===== config.mk =====
export PLATFORM = sky130hd
export DESIGN_NAME = mem_stage_flat
export DESIGN_NICKNAME = d
export VERILOG_FILES = /design/src/rtl/mem_stage_if.sv /design/src/rtl/mem_stage.sv /design/src/flat_wrapper.sv
export SDC_FILE = /design/constraint.sdc
export NUM_CORES = 1
export LEC_CHECK = 0
export CORE_UTILIZATION = 42
export CTS_CLUSTER_SIZE = 14
export DETAILED_ROUTE_END_ITERATION = 16
export PLACE_DENSITY = 0.75
export SETUP_SLACK_MARGIN = 0.15
export SLEW_MARGIN = 20
export SYNTH_ARGS = -nofsm -noshare
export SYNTH_HDL_FRONTEND = slang
export SYNTH_SLANG_ARGS = --single-unit
export TNS_END_PERCENT = 30

===== constraint.sdc =====
create_clock -name clk -period 4.4 [get_ports clk]
set_input_delay 0.88 -clock clk [delete_from_list [all_inputs] [get_ports clk]]
set_output_delay 0.88 -clock clk [all_outputs]
set_load 0.005 [all_outputs]

===== src/rtl/mem_stage_if.sv =====
// Handshake and bus bundle around the memory stage: execute-side input, writeback-side
// output, data-RAM response and decode-side forwarding information.
interface mem_stage_if #(
  parameter int ES_TO_MS_BUS_WD = 75,
  parameter int MS_TO_WS_BUS_WD = 70
);
  logic                       es_to_ms_valid;
  logic [ES_TO_MS_BUS_WD-1:0] es_to_ms_bus;
  logic                       ms_allowin;
  logic                       ws_allowin;
  logic                       ms_to_ws_valid;
  logic [MS_TO_WS_BUS_WD-1:0] ms_to_ws_bus;
  logic                       data_sram_data_ok;
  logic [31:0]                data_sram_rdata;
  logic                       ms_valid;
  logic [4:0]                 ms_rf_waddr;
  logic                       ms_fwd_blk;
  logic [31:0]                ms_fwd_data;

  modport master (
    input  es_to_ms_valid, es_to_ms_bus, ws_allowin, data_sram_data_ok, data_sram_rdata,
    output ms_allowin, ms_to_ws_valid, ms_to_ws_bus, ms_valid, ms_rf_waddr, ms_fwd_blk,
           ms_fwd_data
  );

  modport slave (
    output es_to_ms_valid, es_to_ms_bus, ws_allowin, data_sram_data_ok, data_sram_rdata,
    input  ms_allowin, ms_to_ws_valid, ms_to_ws_bus, ms_valid, ms_rf_waddr, ms_fwd_blk,
           ms_fwd_data
  );
endinterface


===== src/rtl/mem_stage.sv =====
// Memory-access pipeline stage: holds one instruction, waits for the data-RAM response of
// a sent load, aligns/extends the loaded word and hands the result to writeback.
module mem_stage #(
  parameter int ES_TO_MS_BUS_WD = 75,
  parameter int MS_TO_WS_BUS_WD = 70
) (
  input logic         clk,
  input logic         reset,
  mem_stage_if.master pipe
);
  logic [ES_TO_MS_BUS_WD-1:0] bus_r;
  logic                       valid_r;
  logic [31:0]                buf_data;
  logic                       buf_valid;

  logic [31:0] pc;
  logic        rf_we;
  logic [4:0]  rf_waddr;
  logic [31:0] alu_result;
  logic        ld_en;
  logic [2:0]  ld_type;
  logic        req_sent;

  assign {pc, rf_we, rf_waddr, alu_result, ld_en, ld_type, req_sent} = bus_r;

  logic wait_resp;
  logic ready_go;
  logic allowin;
  logic out_valid;

  assign wait_resp = ld_en && req_sent && !buf_valid;
  assign ready_go  = !wait_resp || pipe.data_sram_data_ok;
  assign allowin   = !valid_r || (ready_go && pipe.ws_allowin);
  assign out_valid = valid_r && ready_go;

  // A response that cannot be handed on this cycle is parked so data_ok never needs repeating.
  logic [31:0] raw;
  assign raw = buf_valid ? buf_data : pipe.data_sram_rdata;

  logic [1:0]  lane;
  logic [7:0]  lane_byte;
  logic [15:0] lane_half;
  logic [31:0] load_data;
  logic [31:0] rf_wdata;

  assign lane = alu_result[1:0];

  always_comb begin
    lane_byte = raw[7:0];
    case (lane)
      2'd0: lane_byte = raw[7:0];
      2'd1: lane_byte = raw[15:8];
      2'd2: lane_byte = raw[23:16];
      2'd3: lane_byte = raw[31:24];
      default: lane_byte = raw[7:0];
    endcase
    lane_half = lane[1] ? raw[31:16] : raw[15:0];
  end

  always_comb begin
    load_data = raw;
    case (ld_type)
      3'b001: load_data = {{24{lane_byte[7]}}, lane_byte};
      3'b010: load_data = {24'd0, lane_byte};
      3'b011: load_data = {{16{lane_half[15]}}, lane_half};
      3'b100: load_data = {16'd0, lane_half};
      default: load_data = raw;
    endcase
  end

  assign rf_wdata = ld_en ? load_data : alu_result;

  logic [MS_TO_WS_BUS_WD-1:0] out_bus;
  assign out_bus = {pc, rf_we, rf_waddr, rf_wdata};

  assign pipe.ms_allowin     = allowin;
  assign pipe.ms_to_ws_valid = out_valid;
  assign pipe.ms_to_ws_bus   = out_bus;
  assign pipe.ms_valid       = valid_r;
  assign pipe.ms_rf_waddr    = rf_waddr;
  assign pipe.ms_fwd_blk     = valid_r && ld_en && wait_resp && !pipe.data_sram_data_ok;
  assign pipe.ms_fwd_data    = rf_wdata;

  always_ff @(posedge clk) begin
    if (reset) begin
      valid_r   <= 1'b0;
      bus_r     <= '0;
      buf_data  <= 32'd0;
      buf_valid <= 1'b0;
    end else begin
      if (allowin) begin
        valid_r <= pipe.es_to_ms_valid;
      end
      if (allowin && pipe.es_to_ms_valid) begin
        bus_r <= pipe.es_to_ms_bus;
      end
      if (valid_r && wait_resp && pipe.data_sram_data_ok && !pipe.ws_allowin) begin
        buf_data  <= pipe.data_sram_rdata;
        buf_valid <= 1'b1;
      end else if (out_valid && pipe.ws_allowin) begin
        buf_valid <= 1'b0;
      end
    end
  end
endmodule


===== src/flat_wrapper.sv =====
// flat-port wrapper written by rule: the top's interface ports become plain ports
module mem_stage_flat 
#(
  parameter int ES_TO_MS_BUS_WD = 75,
  parameter int MS_TO_WS_BUS_WD = 70
)
  (clk, reset, pipe_es_to_ms_valid, pipe_es_to_ms_bus, pipe_ws_allowin, pipe_data_sram_data_ok, pipe_data_sram_rdata, pipe_ms_allowin, pipe_ms_to_ws_valid, pipe_ms_to_ws_bus, pipe_ms_valid, pipe_ms_rf_waddr, pipe_ms_fwd_blk, pipe_ms_fwd_data);
  mem_stage_if #(.ES_TO_MS_BUS_WD(ES_TO_MS_BUS_WD), .MS_TO_WS_BUS_WD(MS_TO_WS_BUS_WD)) pipe_i ();
  input logic clk;
  input logic reset;
  input wire logic [$bits(pipe_i.es_to_ms_valid)-1:0] pipe_es_to_ms_valid;
  input wire logic [$bits(pipe_i.es_to_ms_bus)-1:0] pipe_es_to_ms_bus;
  input wire logic [$bits(pipe_i.ws_allowin)-1:0] pipe_ws_allowin;
  input wire logic [$bits(pipe_i.data_sram_data_ok)-1:0] pipe_data_sram_data_ok;
  input wire logic [$bits(pipe_i.data_sram_rdata)-1:0] pipe_data_sram_rdata;
  output wire logic [$bits(pipe_i.ms_allowin)-1:0] pipe_ms_allowin;
  output wire logic [$bits(pipe_i.ms_to_ws_valid)-1:0] pipe_ms_to_ws_valid;
  output wire logic [$bits(pipe_i.ms_to_ws_bus)-1:0] pipe_ms_to_ws_bus;
  output wire logic [$bits(pipe_i.ms_valid)-1:0] pipe_ms_valid;
  output wire logic [$bits(pipe_i.ms_rf_waddr)-1:0] pipe_ms_rf_waddr;
  output wire logic [$bits(pipe_i.ms_fwd_blk)-1:0] pipe_ms_fwd_blk;
  output wire logic [$bits(pipe_i.ms_fwd_data)-1:0] pipe_ms_fwd_data;
  assign pipe_i.es_to_ms_valid = pipe_es_to_ms_valid;
  assign pipe_i.es_to_ms_bus = pipe_es_to_ms_bus;
  assign pipe_i.ws_allowin = pipe_ws_allowin;
  assign pipe_i.data_sram_data_ok = pipe_data_sram_data_ok;
  assign pipe_i.data_sram_rdata = pipe_data_sram_rdata;
  assign pipe_ms_allowin = pipe_i.ms_allowin;
  assign pipe_ms_to_ws_valid = pipe_i.ms_to_ws_valid;
  assign pipe_ms_to_ws_bus = pipe_i.ms_to_ws_bus;
  assign pipe_ms_valid = pipe_i.ms_valid;
  assign pipe_ms_rf_waddr = pipe_i.ms_rf_waddr;
  assign pipe_ms_fwd_blk = pipe_i.ms_fwd_blk;
  assign pipe_ms_fwd_data = pipe_i.ms_fwd_data;
  mem_stage #(.ES_TO_MS_BUS_WD(ES_TO_MS_BUS_WD), .MS_TO_WS_BUS_WD(MS_TO_WS_BUS_WD)) u_core (.clk(clk), .reset(reset), .pipe(pipe_i));
endmodule

# After elaboration in Yosys (flattened, before gate mapping)
# Index checks and enable logic that the tools add are counted.
[totals]
output_inout_bits = 111
romBits = 0
word_cells = 39
input_bits = 112
latchBits = 0
memories = 0
mem_bits_rw = 0
reg_bits = 109
[classes]
reduce_logical = 21
n_div = 0
mul = 0
eq_ne = 7
shifts = 0
magnitude_cmp = 0
n_mux = 7
add_sub_neg = 0
n_bitwise = 0
[ops]
columns = ["cell", "count"]
rows = [
  ["case mux 32 bit (4 select lines)", 1],
  ["2-to-1 mux 32 bit", 2],
  ["case mux 8 bit (4 select lines)", 1],
  ["2-to-1 mux 16 bit", 1],
  ["logical AND 1 bit", 12],
  ["== test 3 x 2 -> 1 bit (second input constant)", 2],
  ["zero test 1 bit", 5],
  ["== test 2 bit (second input constant)", 2],
  ["== test 3 x 1 -> 1 bit (second input constant)", 1],
  ["== test 3 bit (second input constant)", 1],
  ["== test 2 x 1 -> 1 bit (second input constant)", 1],
  ["zero test 2 bit", 1],
  ["logical OR 1 bit", 2],
  ["2-to-1 mux 1 bit", 2],
  ["nonzero test 2 bit", 1],
]

# Logic depth before layout (Yosys ltp)
# Gate-level depths: netlist of the first run.
[depth]
depth_word = 8
depth_mapped = 7
mapped_depth_nobuf = 4

# Worst setup path after synthesis of the first run
# OpenSTA, ideal clock, no wires.
[synth_path]
kind = "input to output"
startpoint = "input pipe_data_sram_rdata[15]"
endpoint = "output pipe_ms_to_ws_bus[21]"
required_ns = 3.520
cell_stages = 6
setup_slack_ns = 1.278
path_buffers = 2
arrival_time_ns = 2.242
path_cell_list = "mux4_1 mux2i_4 o311ai_4 buf_6 o22a_1 buf_4"
[synth_via]
elab_chain_cells = 4
word_cells_on_any_way = 5
classes_between = "mux (5)"
[synth_lines]
columns = ["item", "line_no", "source"]
rows = [
  ["start, declared", "flat_wrapper.sv:15", "input wire logic [$bits(pipe_i.data_sram_rdata)-1:0] pipe_data_sram_rdata;"],
  ["2-to-1 mux 32 bit *", "mem_stage.sv:38", "assign raw = buf_valid ? buf_data : pipe.data_sram_rdata;"],
  ["case mux 8 bit (4 select lines) or 2-to-1 mux 16 bit (tied branches)", "mem_stage.sv:50, mem_stage.sv:57", ""],
  ["case mux 32 bit (4 select lines) *", "mem_stage.sv:62", "case (ld_type)"],
  ["2-to-1 mux 32 bit *", "mem_stage.sv:71", "assign rf_wdata = ld_en ? load_data : alu_result;"],
  ["end, declared", "flat_wrapper.sv:18", "output wire logic [$bits(pipe_i.ms_to_ws_bus)-1:0] pipe_ms_to_ws_bus;"],
]
# Every way passes the cells marked *; elsewhere a longest branch is shown, timed or not.

# Worst setup path in the final report of the first run
[layout_path]
startpoint = "input pipe_data_sram_rdata[15]"
endpoint = "output pipe_ms_to_ws_bus[19]"
# The elaborated chain is that of the path after synthesis.

==> results of run 1 <==
==> cells by family (layout without fill, tap and decap cells) <==
family | count (synthesis) | count (layout) | share of synthesized area
simple gates | 271 | 271 | 0.259
mux | 42 | 42 | 0.0903
buf+inv | 150 | 252 | 0.136
xor+xnor | 3 | 3 | 0.00407
flops | 109 | 109 | 0.338
compound gates | 181 | 181 | 0.172
==> placed cells by master, fill, tap and decap left out, drive strengths merged, types with 2 or more instances in the layout <==
cell           instances
mux4                  10
nand2b                78
xnor2                  2
bufinv                 2
a22oi                  7
nand3b                 2
clkdlybuf4s50        220
o21ai                 87
clkbuf                12
o221ai                 2
a21oi                 43
o22a                  16
nand2                 66
nor2b                  9
a221oi                14
dfxtp                109
or3b                   2
buf                   15
a22o                   6
nand4b                77
mux2                  14
nor2                  30
inv                    3
mux2i                 18
==> flip-flops by register name (all words and copies together), names as in the netlist <==
name,flops
u_core.bus_r,75
u_core.buf_data,32
u_core.buf_valid,1
u_core.pipe.ms_valid,1
==> area by class of cell <==
type | instances | share of cell area
multi-input cells | 497 | 0.402
repair buffers | 235 | 0.276
flip-flops and latches | 109 | 0.258
clock buffers | 12 | 0.0279
well taps | 184 | 0.0272
clock inverters | 2 | 0.00709
inverters | 3 | 0.00133
==> layer usage <==
metal | global-route usage | vias up
met1 | 0.314 | 2719
met5 | 0 | -
met2 | 0.363 | 262
li1 | - | 2816
met4 | 0.0744 | 0
met3 | 0.0748 | 33
==> critical path: stages <==
cell	delay, ns
clkdlybuf4s50_1	0.47
mux4_1	0.59
mux2i_4	0.27
o311ai_4	0.12
buf_12	0.19
o22a_1	0.20
clkdlybuf4s50_1	0.48
==> path summary, 6_finish.rpt <==
path,end,slack (ns)
worst min-delay path,u_core.buf_data[16]$_SDFFE_PP0P_,0.46
worst max register to register,u_core.bus_r[51]$_SDFFE_PP0P_,1.82
worst max-delay path,pipe_ms_to_ws_bus[19],0.31
worst min register to register,u_core.buf_data[16]$_SDFFE_PP0P_,0.46
==> timing repair <==
item	CTS	global route
hold buffers	0	0
setup endpoints to repair	0	32
gates resized for setup	0	1
setup buffers	0	1
endpoints found under the hold margin	0	0
==> synth_stat cells (2+ instances only) <==
cell and number:
dfxtp_1 109, o21ai_1 80, nand2b_1 78, buf_4 77, nand4b_1 77, nand2_1 66
clkbuf_1 52, a21oi_1 42, nor2_1 29, buf_2 17, mux2i_1 17, o22a_1 16
a221oi_1 14, nor2b_1 9, mux4_2 8, a22oi_1 7, mux2_1 7, mux2_2 7
a22o_1 6, o21ai_0 6, inv_1 3, mux4_1 2, nand3b_1 2, o221ai_1 2
or3b_1 2, xnor2_1 2
==> report_power, final <==
| group | switching [mW] | total, mW | internal [mW] |
|---|---|---|---|
| Sequential | 0.0372 | 1.07 | 1.03 |
| Clock | 0.358 | 0.852 | 0.494 |
| Combinational | 0.259 | 0.620 | 0.361 |
| Total | 0.654 | 2.54 | 1.89 |
==> flow_summary.ini, run 1 <==
[sta]
rsz0062_at_grt = no
final_max_slew_viol_count = 0
setup_viol = 0
finalSetupTns_ns = 0
worst_slew_pin_slew_ns = 0.807
min_period_ns = 4.09
skew_ns = 0.00618
slew_headroom = 0.462
fin_ws_ns = 0.314
finalHoldViolCount = 0
fin_crit_sh = 0.929
fmax_ghz = 0.245
whs_ns = 0.455

[power]
cellLeakagePower_nw = 2.80
powerDensity_nw_per_um2 = 300
vdd_drop_max_mv = 0.223
p_total_mw = 2.54

[global_route]
grt_max_degree = 163
grt_pass1_vias = 5455
grt_pass1_wl_mm = 29.5
grt_usage = 0.236
antenna_found_initial = 0
overflow = 0

[die]
dieHeight_um = 126
chipWidth_um = 126
dieArea_um2 = 15900
row_count = 44
ios = 223
design.core.area_um2 = 14800
initial_core_util = 0.437

[setup_path]
criticalPathCategory = primary input to output port
r2r_cells = 6
crit_path_end_kind = output port
critPathLaunchType = primary input
worstPathMaxFanout = 16
startpoint = pipe_data_sram_rdata[15]
required_ns = 3.52
r2r_start = u_core.buf_valid$_SDFFE_PP0P_
arrival_ns = 3.21

[yosys]
yosys.area.top_type = dfxtp_1
yosys.area.top_type_share = 0.338
synth-seq-cells = 109
synthesis.yosys.warnings = 0
synthFlopType = dfxtp_1
syn_area_per_cell_um2 = 8.54
synth_area_leaders = dfxtp_1 (34%), nand4b_1 (10%), buf_4 (9.0%)
synthArstFlopShare = 0
seq_area_frac_synth = 0.338
netlist_area_um2 = 6450
synth_cells = 756
yosys.cell_types.count = 45
synth_edf_count = 0
synth_fp_nets = 868

[detailed_routing]
final_antenna_net_count = 0
drt_iter0_drc = 396
wire_per_inst_um = 18.3
vias = 5830
met3WireLength_mm = 1.67
routedLengthMet1_mm = 8.28
wl_met2_mm = 8.65
drt-total-wl_mm = 19.1
drc = 0
vias_per_cell = 5.60
drtPass1Iterations = 5
top_layer_used = met4

[worst_hold_path]
hold_start = u_core.buf_data[16]$_SDFFE_PP0P_
hold_class = flop to flop
worstHoldPathCells = 2

[final_layout]
synthToLayoutAreaGrowth_pct = 31.2
nFillCells = 1394
final_util = 0.574
antenna_cells = 0
drive_above_1_share = 0.0594
fin_area_um2 = 8470
multi_input_area_um2 = 3410
seq_area_um2 = 2180
fin_nets = 967
instances_no_fill = 1042

[placed_design]
routabilityCongestion = 0.893
place_inst = 1027
numPortBuffers = 222
dpl.hpwl_mm = 13.1
placed_area_um2 = 8150
dpl_worst_slack_ns = 0.179

[cts]
cts_inserted_buffers = 9
ctsHtreeMaxLevel = 3
clkTransAtPathRegs_ns = 0.07
cts-root-buf = clkbuf_16
tritoncts = built
clock_sinks = 109
cts_max_path_buffers = 2
clock_latency_ns = 0.35

[job]
max_cap_viol_count = 0

[outcome]
status = completed
(Power assumes the default switching activity.)
==> inputs of run 2 (changes only) <==
Settings changed: CAP_MARGIN set to 20, SLEW_MARGIN 20 to not set.
==> run 2 against run 1 <==
First-iteration DRC count grew 10%. Clock-buffer cell count is the same. Highest routed layer unchanged. Fmax is essentially flat. Flip-flop and latch count is the same. Die area is the same. Largest power group unchanged. Critical path type unchanged. Non-clock buffer count grew 2. Sequential power is essentially flat.
==> flow_summary.ini, run 2 (same netlist as run 1, synthesis figures left out) <==
[outcome]
status = completed

[sta]
fmax_ghz = 0.245
finalHoldViolCount = 0
skew_ns = 0.00600
finalSetupTns_ns = 0
min_period_ns = 4.08
setup_viol = 0
fin_crit_sh = 0.928
worst_slew_pin_slew_ns = 0.843
slew_headroom = 0.434
rsz0062_at_grt = no
fin_ws_ns = 0.318
final_max_slew_viol_count = 0

[detailed_routing]
drt-total-wl_mm = 19.1
wire_per_inst_um = 18.3
vias = 5812
final_antenna_net_count = 0
drt_iter0_drc = 436
drtPass1Iterations = 5
drc = 0
vias_per_cell = 5.57

[worst_hold_path]
hold_start = u_core.buf_data[16]$_SDFFE_PP0P_
hold_end = u_core.buf_data[16]$_SDFFE_PP0P_
worstHoldPathCells = 2
hold_class = flop to flop

[final_layout]
fin_area_um2 = 8510
final_common_cell = clkdlybuf4s50_1
largest-register = u_core.bus_r
synthToLayoutAreaGrowth_pct = 31.9
drive_above_1_share = 0.0605
final_cell_mix = clkdlybuf4s50_1 (220), dfxtp_1 (107), o21ai_1 (80)
antenna_cells = 0
top_regs = u_core.bus_r (75), u_core.buf_data (32)
fin_nets = 969
largest_reg_flops = 75

[placed_design]
numPortBuffers = 222
placed_area_um2 = 8150
dpl_worst_slack_ns = 0.179
routabilityCongestion = 0.893
dpl.hpwl_mm = 13.1

[setup_path]
cp_slowest_stage_delay_ns = 0.59
required_ns = 3.52
r2r_end = u_core.bus_r[51]$_SDFFE_PP0P_
crit_path_end_kind = output port
r2r_start = u_core.buf_valid$_SDFFE_PP0P_
critPathLaunchType = primary input
path_common_cell = clkdlybuf4s50_1
path_cells = clkdlybuf4s50_1 -> mux4_1 -> mux2i_4 -> o311ai_4 -> buf_12 -> o22a_1 -> clkdlybuf4s50_1
arrival_ns = 3.20
reg2reg_slack_ns = 1.81
r2r_cells = 6
slowest_stage = mux4_1
criticalPathCategory = primary input to output port
worstPathMaxFanout = 16

[die]
dieHeight_um = 126
ios = 223
initial_core_util = 0.437
row_count = 44
dieArea_um2 = 15900
design.core.area_um2 = 14800
chipWidth_um = 126

[global_route]
grt_max_degree = 163
grt_usage = 0.236
grt_pass1_wl_mm = 29.5
antenna_found_initial = 0
overflow = 0
grt_pass1_vias = 5455

[cts]
clkTransAtPathRegs_ns = 0.07
clock_sinks = 109
tritoncts = built
cts_inserted_buffers = 9
ctsHtreeMaxLevel = 3
cts_max_path_buffers = 2
cts-root-buf = clkbuf_16
clock_latency_ns = 0.35
cts_hold_buf = 0

[power]
cellLeakagePower_nw = 2.82
powerDensity_nw_per_um2 = 298
vdd_drop_max_mv = 0.224

[job]
max_cap_viol_count = 0
## run 2: cell count changes in the layout (fill, tap and decap cells not counted)
cell | before | now
buf_12 | 2 | 3
buf_16 | 0 | 1
buf_4 | 11 | 12
buf_6 | 1 | 0
or3b_1 | 1 | 2
or3b_2 | 1 | 0
## run 2: cell type report
| type | count | area (µm²) |
|---|---|---|
| Fill cell | 1386 | 6240 |
| Multi-Input combinational cell | 497 | 3410 |
| Timing Repair Buffer | 237 | 2380 |
| Sequential cell | 109 | 2180 |
| Clock buffer | 12 | 236 |
| Tap cell | 184 | 230 |
| Clock inverter | 2 | 60.1 |
| Inverter | 3 | 11.3 |
## run 2: stage by stage
step            util  total power [mW]  hold slack [ns]  instances
2_1_floorplan      -              1.42            0.433        756
3_3_place_gp   0.552              1.70            0.439       1027
6_report       0.577              2.54            0.458       1044
5_1_grt        0.577              2.66            0.472       1044
4_1_cts        0.572              2.56            0.458       1041
3_5_place_dp   0.552              1.70            0.448       1027
## run 2: report_power, final
group	internal [mW]	total, mW	switching, mW
clock	0.494	0.851	0.357
sequential	1.03	1.07	0.0371
combinational	0.362	0.622	0.260
## run 2: worst max path at each step
| stage | from | end | slack, ns | cells after the start |
|---|---|---|---|---|
| detailed placement | pipe_data_sram_rdata[15] | pipe_ms_to_ws_bus[19] | 0.18 | 6 |
| finish | pipe_data_sram_rdata[15] | pipe_ms_to_ws_bus[19] | 0.32 | 7 |
| global route | pipe_data_sram_rdata[15] | pipe_ms_fwd_data[9] | 0.24 | 6 |
| floorplan | pipe_data_sram_rdata[15] | pipe_ms_to_ws_bus[21] | 1.28 | 6 |
| CTS | pipe_data_sram_rdata[15] | pipe_ms_fwd_data[27] | 0.16 | 6 |
| global placement | pipe_data_sram_rdata[15] | pipe_ms_to_ws_bus[18] | 0.25 | 6 |
## run 2: repair_timing
| action | in CTS | in global routing |
|---|---|---|
| gates resized for setup | 0 | 1 |
| endpoints found under the hold margin | 0 | 0 |
| setup endpoints to repair | 0 | 32 |
| buffers inserted | 0 | 1 |
## run 2: critical path, delay by kind of cell
family,cells,cell delay (ns)
mux,2,0.86
buf+inv,3,1.13
compound gates,2,0.32
## run 2: routing by layer
layer	vias up	routed length, µm	track usage
li1	2815	-	-
met1	2710	8340	0.314
met2	257	8600	0.363
met3	30	1670	0.0748
met4	0	464	0.0744
met5	-	0	0
==> inputs of run 3 (changes only) <==
Settings changed: GPL_ROUTABILITY_DRIVEN set to 0.
==> results of run 3 <==
No change in the layout: final DEF, timing and power equal those of run 2.
==> patch: new RTL, config.mk and constraints of run 1 <==
Reset style: asynchronous (`reset`), changed in one clocked block.
--- a/src/rtl/mem_stage.sv
+++ b/src/rtl/mem_stage.sv
@@ -83,3 +83,3 @@
 
-  always_ff @(posedge clk) begin
+  always_ff @(posedge clk or posedge reset) begin
     if (reset) begin
Behaviour: differs if reset is asserted again (counterexample within 4 cycles, from zero or initial values and one cycle with reset high); with reset held inactive, the same outputs for 10 cycles.
==> patch against run 1 <==
  * Fmax down 1.4%
  * Setup slack worse by 0.059 ns
  * Critical path type unchanged
  * First-iteration DRC count down 67%
  * Sequential cell count unchanged
  * Final cell count down 19%
  * Design area down 2.0%
  * Synthesized cell count down 31%
  * Area after synthesis down 4.9%
  * Critical endpoint is now pipe_ms_fwd_data[26]
  * Clock skew up 0.0064 ns
  * Routed wire length down 16%
Power is not compared: it rests on default switching activity, and its combinational part moved more than twofold at a synthesized area within 25%.
==> patch: results (changes against run 1) <==
| Metric | Value |
|---|---|
| Sequential share of the synthesized area | 44.5% (was 33.8%) |
| Routed vias | 4,456 (was 5,830) |
| Largest net degree at the start of global routing | 87 (was 163) |
| NonClk Buf Share | 27.7% (was 27.6%) |
| GP Congestion | 0.807 (was 0.893) |
| Asr flop ratio synth | 100% (was 0%) |
| Inst Count DP | 825 (was 1,027) |
| Drt initial violations | 132 (was 396) |
| Reg area | 2730 um2 (was 2180 um2) |
| Drt wl/cell | 19.1 um (was 18.3 um) |
| Synth Area per Inst | 11.8 um2 (was 8.54 um2) |
| Dpl ws | 0.170 ns (was 0.179 ns) |
| ClkCell Share | 3.69% (was 3.50%) |
| Met1 usage | 26.1% (was 31.4%) |
| Clock-pin slew on the worst setup and hold paths | 0.08 ns |
| Post-Synth XOR/XNOR Area | 0.428% (was 0.407%) |
| Layout cells sized above 1 | 8.77% (was 5.94%) |
| Clock Skew | 0.0126 ns (was 0.00618 ns) |
| Worst slew margin relative to its limit | 48.2% (was 46.2%) |
| Top flop regs | u_core.bus_r (75), u_core.buf_data (32) (unchanged) |
| Nets | 768 (was 967) |
| HPWL after DPL | 11.9 mm (was 13.1 mm) |
| Slowest cell delay on critical path | 0.50 ns (was 0.59 ns) |
| CP max-delay cell | mux4_2 (was mux4_1) |
| Period utilisation layout | 94.2% (was 92.9%) |
| Adder-cell share of the synthesized area | 0% (unchanged) |
| Layout fillers | 1,133 (was 1,394) |
| Total GRT Usage | 22.3% (was 23.6%) |
| Met3 wire len | 1.37 mm (was 1.67 mm) |
| Multi-input gate share of total cell area | 32.6% (was 40.2%) |
| Final Power | 0.00399 W |
| Synth cell count leaders | dfrtp_1, mux2_1, buf_4, nor2_1, mux2i_1 (was dfxtp_1, o21ai_1, nand2b_1, buf_4, nand4b_1) |
| Status | complete, no violations (unchanged) |
| Met3 GRT Util | 7.81% (was 7.48%) |
| Mapped Nets | 634 (was 868) |
| GRT met2 Usage | 37.9% (was 36.3%) |
| Hold WS | 0.487 ns (was 0.455 ns) |
| Post_cts resized | 1 (was 0) |
| DRT met1 WL | 6.26 mm (was 8.28 mm) |
| First-pass GRT wire length | 25.0 mm (was 29.5 mm) |
| Register-to-register setup slack | 1.89 ns (was 1.82 ns) |
| Num CTS Buffers | 9 (unchanged) |
| Number of multi-input logic gates | 299 (was 497) |
| Cell variety after synth | 46 (was 45) |
| Post-synthesis compound-gate area fraction | 8.26% (was 17.2%) |
| Tapcells | 180 (was 184) |
| Vias per std cell | 5.30 (was 5.60) |
| Vias in the first global route | 4,766 (was 5,455) |
| Top post-synthesis cells by area | dfrtp_1, mux2_1, buf_4, mux2i_1, mux2_2 (was dfxtp_1, nand4b_1, buf_4, nand2b_1, o21ai_1) |
| IO Port Bufs | 222 (unchanged) |
| Most instantiated library cell after synthesis | dfrtp_1 (was dfxtp_1) |
| Buffers, non-clock | 231 (was 235) |
| Post-DP Area | 7980 um2 (was 8150 um2) |
| Non-CTS inverters | 6 (was 3) |
| Mux share of post-synthesis cell area | 28.1% (was 9.03%) |
-- patch: changes by cell type in the layout (fill, tap and decap cells not counted), sizes merged, moves of 8 or more --
| cell | run 1 | this run |
|---|---|---|
| dfrtp | 0 | 109 |
| a221oi | 14 | 4 |
| nand2 | 66 | 13 |
| o21ai | 87 | 3 |
| a21oi | 43 | 6 |
| nand2b | 78 | 4 |
| mux2 | 14 | 118 |
| dfxtp | 109 | 0 |
| nand4b | 77 | 3 |
| mux2i | 18 | 26 |
| nor2 | 30 | 39 |
-- patch: final timing paths --
check                                    startpoint              endpoint  depth (start not counted)
max                        pipe_data_sram_rdata[31]  pipe_ms_fwd_data[26]                          6
min                             u_core.buf_data[13]   u_core.buf_data[13]                          1
max reg2reg                        u_core.buf_valid      u_core.bus_r[55]                          6
min reg2reg                     u_core.buf_data[13]   u_core.buf_data[13]                          1
max in group asynchronous                     reset   u_core.buf_data[27]                          3
min in group asynchronous                     reset      u_core.bus_r[66]                          2
